--- config.mk ---
export PLATFORM = sky130hd
export DESIGN_NAME = keypad_matrix_emulator
export DESIGN_NICKNAME = d
export VERILOG_FILES = /design/src/rtl/keypad_matrix_emulator.sv
export SDC_FILE = /design/constraint.sdc
export NUM_CORES = 1
export LEC_CHECK = 0
export BUFFER_PORTS_ARGS = -buffer_cell sky130_fd_sc_hd__buf_2
export CAP_MARGIN = 25
export CORE_ASPECT_RATIO = 1.5
export CORE_MARGIN = 3
export CORE_UTILIZATION = 50
export DETAILED_ROUTE_END_ITERATION = 7
export PLACE_DENSITY = 0.68
export SLEW_MARGIN = 25
export SYNTH_ARGS = -nofsm -noshare
export SYNTH_HDL_FRONTEND = slang
export SYNTH_SLANG_ARGS = --single-unit
--- constraint.sdc ---
create_clock -name clk -period 5.45 [get_ports clk]
set_clock_uncertainty 0.2 [all_clocks]
set_input_delay 0.8175 -clock clk [delete_from_list [all_inputs] [get_ports clk]]
set_output_delay 0.8175 -clock clk [all_outputs]
set_load 0.03 [all_outputs]
--- src/rtl/keypad_matrix_emulator.sv ---
// keypad_matrix_emulator: drives active-low column returns as a closed 4x4 keypad switch would,
// pressing one requested key with optional contact bounce, a hold time and a release gap.
module keypad_matrix_emulator #(
  parameter int HOLD_CYCLES   = 256,
  parameter int BOUNCE_CYCLES = 8,
  parameter int BOUNCE_TOGGLE = 2,
  parameter int GAP_CYCLES    = 32,
  parameter int CNT_W         = 16
) (
  input  logic       clk,
  input  logic       rst_n,
  input  logic [3:0] scan_in,
  output logic [3:0] keyin_out,
  input  logic [3:0] key_code,
  input  logic       key_valid,
  output logic       key_ready,
  output logic       busy,
  output logic       done
);
  typedef enum logic [2:0] {IDLE, BOUNCE_IN, HOLD, BOUNCE_OUT, GAP} state_t;
  localparam logic [CNT_W-1:0] LAST_B = CNT_W'(BOUNCE_CYCLES - 1);
  localparam logic [CNT_W-1:0] LAST_T = CNT_W'(BOUNCE_TOGGLE - 1);
  localparam logic [CNT_W-1:0] LAST_H = CNT_W'(HOLD_CYCLES - 1);
  localparam logic [CNT_W-1:0] LAST_G = CNT_W'(GAP_CYCLES - 1);
  localparam logic [CNT_W-1:0] PEN_G  = CNT_W'(GAP_CYCLES - 2);
  state_t           state;
  logic [CNT_W-1:0] cnt;
  logic [CNT_W-1:0] tcnt;
  logic [3:0]       code;
  logic             contact;
  logic [1:0]       row_bit;
  logic             hit;
  // Row select is 3 - k[1:0], which for two bits is simply the complement.
  assign row_bit   = ~code[1:0];
  assign hit       = contact && !scan_in[row_bit];
  assign keyin_out = hit ? ~(4'b0001 << code[3:2]) : 4'b1111;
  always_ff @(posedge clk) begin
    if (!rst_n) begin
      state     <= IDLE;
      cnt       <= '0;
      tcnt      <= '0;
      code      <= '0;
      contact   <= 1'b0;
      key_ready <= 1'b0;
      busy      <= 1'b0;
      done      <= 1'b0;
    end else begin
      done <= 1'b0;
      case (state)
        IDLE:
          if (key_valid && key_ready) begin
            code      <= key_code;
            state     <= (BOUNCE_CYCLES == 0) ? HOLD : BOUNCE_IN;
            contact   <= 1'b1;
            cnt       <= '0;
            tcnt      <= '0;
            key_ready <= 1'b0;
            busy      <= 1'b1;
          end else key_ready <= 1'b1;
        BOUNCE_IN, BOUNCE_OUT:
          if (cnt == LAST_B) begin
            state   <= (state == BOUNCE_IN) ? HOLD : GAP;
            contact <= (state == BOUNCE_IN);
            cnt     <= '0;
            tcnt    <= '0;
            done    <= (state == BOUNCE_OUT) && (GAP_CYCLES == 1);
          end else begin
            cnt  <= cnt + 1'b1;
            tcnt <= (tcnt == LAST_T) ? '0 : tcnt + 1'b1;
            if (tcnt == LAST_T) contact <= ~contact;
          end
        HOLD:
          if (cnt == LAST_H) begin
            state   <= (BOUNCE_CYCLES == 0) ? GAP : BOUNCE_OUT;
            contact <= 1'b0;
            cnt     <= '0;
            tcnt    <= '0;
            done    <= (BOUNCE_CYCLES == 0) && (GAP_CYCLES == 1);
          end else cnt <= cnt + 1'b1;
        GAP:
          if (cnt == LAST_G) begin
            state     <= IDLE;
            cnt       <= '0;
            key_ready <= 1'b1;
            busy      <= 1'b0;
          end else begin
            cnt  <= cnt + 1'b1;
            done <= (cnt == PEN_G);
          end
        default: state <= IDLE;
      endcase
    end
  end
endmodule
; ---- Word-level counts from Yosys, hierarchy flattened
; Index checks and enable logic that the tools add are counted.
[word_totals]
wordCells = 75
register_bits = 43
out_inout_bits = 7
[classes]
n_mux = 28
n_eq_ne = 14
n_bitwise = 5
shift = 1
n_addsub = 2
reduce_logical = 16
magnitude_cmp = 1
[ops]
columns = operator, n
row1 = 16-bit 2-to-1 mux, 7
row2 = 16-bit one-hot mux with 4 select lines, 1
row3 = 16-bit one-hot mux with 3 select lines, 1
row4 = 16-bit by 1-bit adder with 16-bit output (second input constant), 2
row5 = 16-bit by 5-bit equality test with 1-bit output (second input constant), 2
row6 = 16-bit by 1-bit equality test with 1-bit output (second input constant), 1
row7 = 16-bit by 3-bit equality test with 1-bit output (second input constant), 1
row8 = 16-bit by 8-bit equality test with 1-bit output (second input constant), 1
row9 = 3-bit 2-to-1 mux, 5
row10 = 3-bit one-hot mux with 4 select lines, 1
row11 = 1-bit 2-to-1 mux, 8
row12 = 2-bit inequality test (second input constant), 4
row13 = 4-bit AND reduction, 2
row14 = 3-bit by 2-bit equality test with 1-bit output (second input constant), 2
row15 = 2-bit AND reduction, 3
row16 = 3-bit AND reduction, 2
row17 = 4-bit 2-to-1 mux, 1
row18 = 4-bit inverter, 1
row19 = 1-bit one-hot mux with 2 select lines, 2
row20 = 4-bit nonzero test, 1
row21 = 1-bit by 2-bit << shifter with 4-bit output (first input constant), 1
row22 = 3-bit by 1-bit equality test with 1-bit output (second input constant), 1
row23 = 3-bit equality test (second input constant), 1
row24 = 3-bit logical NOT, 1
row25 = other kinds (12), 15

; ---- Longest topological paths before layout
[depth]
word_depth = 6
ltp_mapped = 9

; ---- Worst setup path after synthesis
; Ideal clock, no wire load.
[synth_timing]
path_type = in2out
startpoint = input port scan_in[0]
endpoint = output port keyin_out[0]
path_buffers = 0
slack_ps = 2628
required_time_ps = 4433
arrival_ps = 1804
cell_stages = 4
cell_sequence = mux4_2 -> nor2b_1 -> nor2b_1 -> nand2b_1
[synth_between]
elab_chain_cells = 5
[synth_lines]
columns = item, line_no
row1 = from (decl), 12  ; input logic [3:0] scan_in,
row2 = 1-bit binary-select mux with 2-bit select, 35  ; assign hit = contact && !scan_in[row_bit];
row3 = 1-bit 2-to-1 mux (implied by the code), 35
row4 = 1-bit logical NOT, 35
row5 = 1-bit logical AND, 35
row6 = 4-bit 2-to-1 mux, 36  ; assign keyin_out = hit ? ~(4'b0001 << code[3:2]) : 4'b1111;
row7 = to (decl), 13  ; output logic [3:0] keyin_out,
; Every way passes these cells. The select of a mux whose other input is x is not followed.

; ---- Worst setup path after layout
[layout_timing]
startpoint = input port scan_in[0]
endpoint = output port keyin_out[2]
; Same word-level chain as after synthesis.

==> flow_metrics.py <==
metrics = {
    "floorplanning": {
        "dieHeight_um": 91.01,
        "die-area_um2": 5703,
        "rows": 30,
        "ios": 18,
        "core_um2": 4579,
        "dieWidth_um": 62.67,
        "start_util_pct": 52.60,
    },
    "status": {
        "outcome": "finished, final reports clean",
    },
    "sta": {
        "max_slew_margin_pct": 36.12,
        "fmax_ghz": 0.3368,
        "fin_ws_ps": 2481,
        "rsz0062_at_grt": "no",
        "post-route-min-period_ps": 2969,
        "fin_crit_sh_pct": 54.48,
        "finalSetupViolCount": 0,
        "tightest_slew_ps": 958.3,
        "whs_ps": 285.9,
        "hold_viol": 0,
        "report.final.slew_viol_count": 0,
        "final.setup.tns_ps": 0,
    },
    "drt": {
        "dr.first_iter.drc_count": 114,
        "drc_errors": 0,
        "routed_wl_um": 5124,
        "vias": 2045,
        "antenna_left": 0,
        "vias_per_cell": 5.777,
        "drtPass1Iterations": 5,
        "post_drt_wl_per_cell_um": 14.47,
    },
    "worst_setup_path": {
        "worstSetupPathType": "in2out",
        "crit_required_ps": 4430,
        "worstSetupStartpointType": "primary input",
        "endpoint_kind": "output pin",
        "critPathArrivalTime_ps": 1950,
        "cpPeakStageDelay_ps": 440,
        "path_cells": "buf_2 -> mux4_2 -> nor2b_1 -> nor2b_1 -> nand2_1 -> buf_2",
        "cp_max_fo": 3,
        "slowest_stage": "mux4_2",
    },
    "grt": {
        "grt.total_usage_pct": 19.71,
        "grt_pass1_vias": 2053,
        "grt_max_degree": 15,
        "grt_util_met1_pct": 21.64,
        "grt_overflow": 0,
        "grt_util_met3_pct": 3.094,
        "grt_pass1_wl_um": 9266,
        "top_usage_layer": "met2",
        "antenna_found_initial": 0,
        "grt_use_met2_pct": 37.31,
    },
    "pwr": {
        "pwr-share-seq_pct": 43.1,
        "swShare_pct": 39.26,
        "peakVddDrop_uv": 176.3,
        "power_density_nw_per_um2": 334.5,
        "p_comb_share_pct": 34.1,
        "total_power_uw": 870.1,
        "p_int_uw": 528.5,
        "power.share.clock_pct": 22.8,
        "p_leak_nw": 0.8520,
        "power_switching_uw": 341.6,
    },
    "cts": {
        "root_buffer": "clkbuf_8",
        "cts.path.max_buffers": 2,
        "cts_made_buffers": 5,
        "htree_levels": 2,
        "clkSinkCount": 43,
        "clk_latency_ps": 300,
        "cts_tree": "built",
        "path_clk_slew_ps": 80,
        "cts_setup_buffers": 0,
        "ctsResizeCount": 0,
        "hold_buffers": 0,
    },
    "finish": {
        "antenna_cells": 0,
        "utilization_pct": 56.80,
        "drive_above_1_share_pct": 13.79,
        "fin_cells": 354,
        "regArea_um2": 860.8,
        "fin_nets": 304,
        "fillCellCount": 448,
        "fin_area_um2": 2601,
        "syn2layout_area_growth_pct": 8.000,
        "multi_input_area_um2": 1453,
    },
    "yosys": {
        "syn-num-nets": 295,
        "syn_area_um2": 2409,
        "ys_types": 56,
        "syn_avg_cell_area_um2": 8.602,
        "yosys_warnings": 0,
        "synth_area_leaders": "dfxtp_1 36%, nor2_1 5.6%, xor2_1 4.0%",
        "ys_seq_area_share_pct": 35.74,
        "yosysTopAreaCellShare_pct": 35.74,
        "synth.largest_area_cell": "dfxtp_1",
        "syn_inst": 280,
        "synth_seq_cells": 43,
    },
    "job": {
        "drv_cap": 0,
    },
    "placement": {
        "hpwl_um": 3747,
        "dpl-instance-area_um2": 2506,
        "portBuffers": 17,
        "place_congestion": 0.8819,
        "placedCellCount": 346,
        "place_ws_ps": 2474,
    },
    "min_path": {
        "hold_path.class": "reg2reg",
    },
}
logic make-up (layout without fill, tap and decap cells):
group | after synthesis | in the layout | synth area share [%]
AO/OA/AOI/OAI | 55 | 55 | 17.20
XOR/XNOR | 20 | 20 | 7.273
adder cells (fa/ha/maj) | 4 | 4 | 2.078
buffers and inverters | 24 | 34 | 4.364
flip-flops | 43 | 43 | 35.74
multiplexers | 7 | 7 | 3.429
AND/OR/NAND/NOR | 127 | 127 | 29.92
Yosys cell counts, drive strengths merged:
cell type,instances
a22oi,1
nor4b,1
buf,10
a2bb2oi,1
nand4,10
xnor2,9
a2111oi,3
xor2,11
ha,4
o211ai,6
o21a,1
or4,4
o2111ai,3
nor4,9
nand2,16
o21bai,2
nand3,10
or3,3
a221oi,1
and4,5
a41oi,1
nor4bb,1
nor2,37
nor2b,4
nand4b,3
a211o,1
and3,4
inv,8
dfxtp,43
o211a,1
nand2b,4
o311a,1
mux4,1
a31oi,5
a21boi,1
o21ai,11
and2,2
o31ai,3
nor3,9
mux2i,6
o22ai,1
nand3b,5
a21oi,8
clkbuf,6
a211oi,4
cell usage in the layout, fill, tap and decap left out, drive strengths merged, types with 2 or more instances in the layout:
master,n
a2111oi,3
a211oi,4
a21oi,8
a31oi,5
and2,2
and3,4
and4,5
buf,18
clkbuf,6
dfxtp,43
ha,4
inv,8
mux2i,6
nand2,16
nand2b,4
nand3,10
nand3b,5
nand4,10
nand4b,3
nor2,37
nor2b,4
nor3,9
nor4,9
o2111ai,3
o211ai,6
o21ai,11
o21bai,2
o31ai,3
or3,3
or4,4
xnor2,9
xor2,11
sequential cells by signal (all words and copies together) (netlist names):
name and count:
cnt 16, tcnt 16, code 4, state 3, busy 1, contact 1, done 1, key_ready 1
metal layers:
metal	vias to the layer above	part of all wire [%]
met1	968	44
met3	6	1.7
met5	-	0
met2	21	53
met4	0	1.6
li1	1050	-
power groups by stage:
| stage | clock network (mW) | registers [mW] | logic, mW |
|---|---|---|---|
| global placement | 0 | 0.382 | 0.294 |
| CTS | 0.206 | 0.375 | 0.298 |
| floorplan | 0 | 0.373 | 0.239 |
| global route | 0.216 | 0.381 | 0.339 |
| detailed placement | 0 | 0.382 | 0.297 |
| finish | 0.198 | 0.375 | 0.297 |
cell type report:
type                       count  share of cell area, %
clock buffer                   6                  2.790
clock inverter                 2                 0.4810
inverter                       8                  1.154
multi-input combinational    213                  55.84
sequential                    43                  33.09
tap                           64                  3.078
timing repair buffer          18                  3.559
critical path: cells and delay by family:
kind / cells / cell delay (ps)
simple gates: 3 / 420
mux: 1 / 440
buf+inv: 2 / 260
final timing paths:
check | slack, ps | cells after the start | endpoint | start
min reg2reg | 290 | 2 | busy$_SDFFE_PN0P_ | busy$_SDFFE_PN0P_
max | 2480 | 6 | keyin_out[2] | scan_in[0]
max reg2reg | 2680 | 7 | cnt[10]$_SDFFE_PN0P_ | cnt[0]$_SDFFE_PN0P_
min | 290 | 2 | busy$_SDFFE_PN0P_ | busy$_SDFFE_PN0P_
Power figures use the tool's default switching activity.
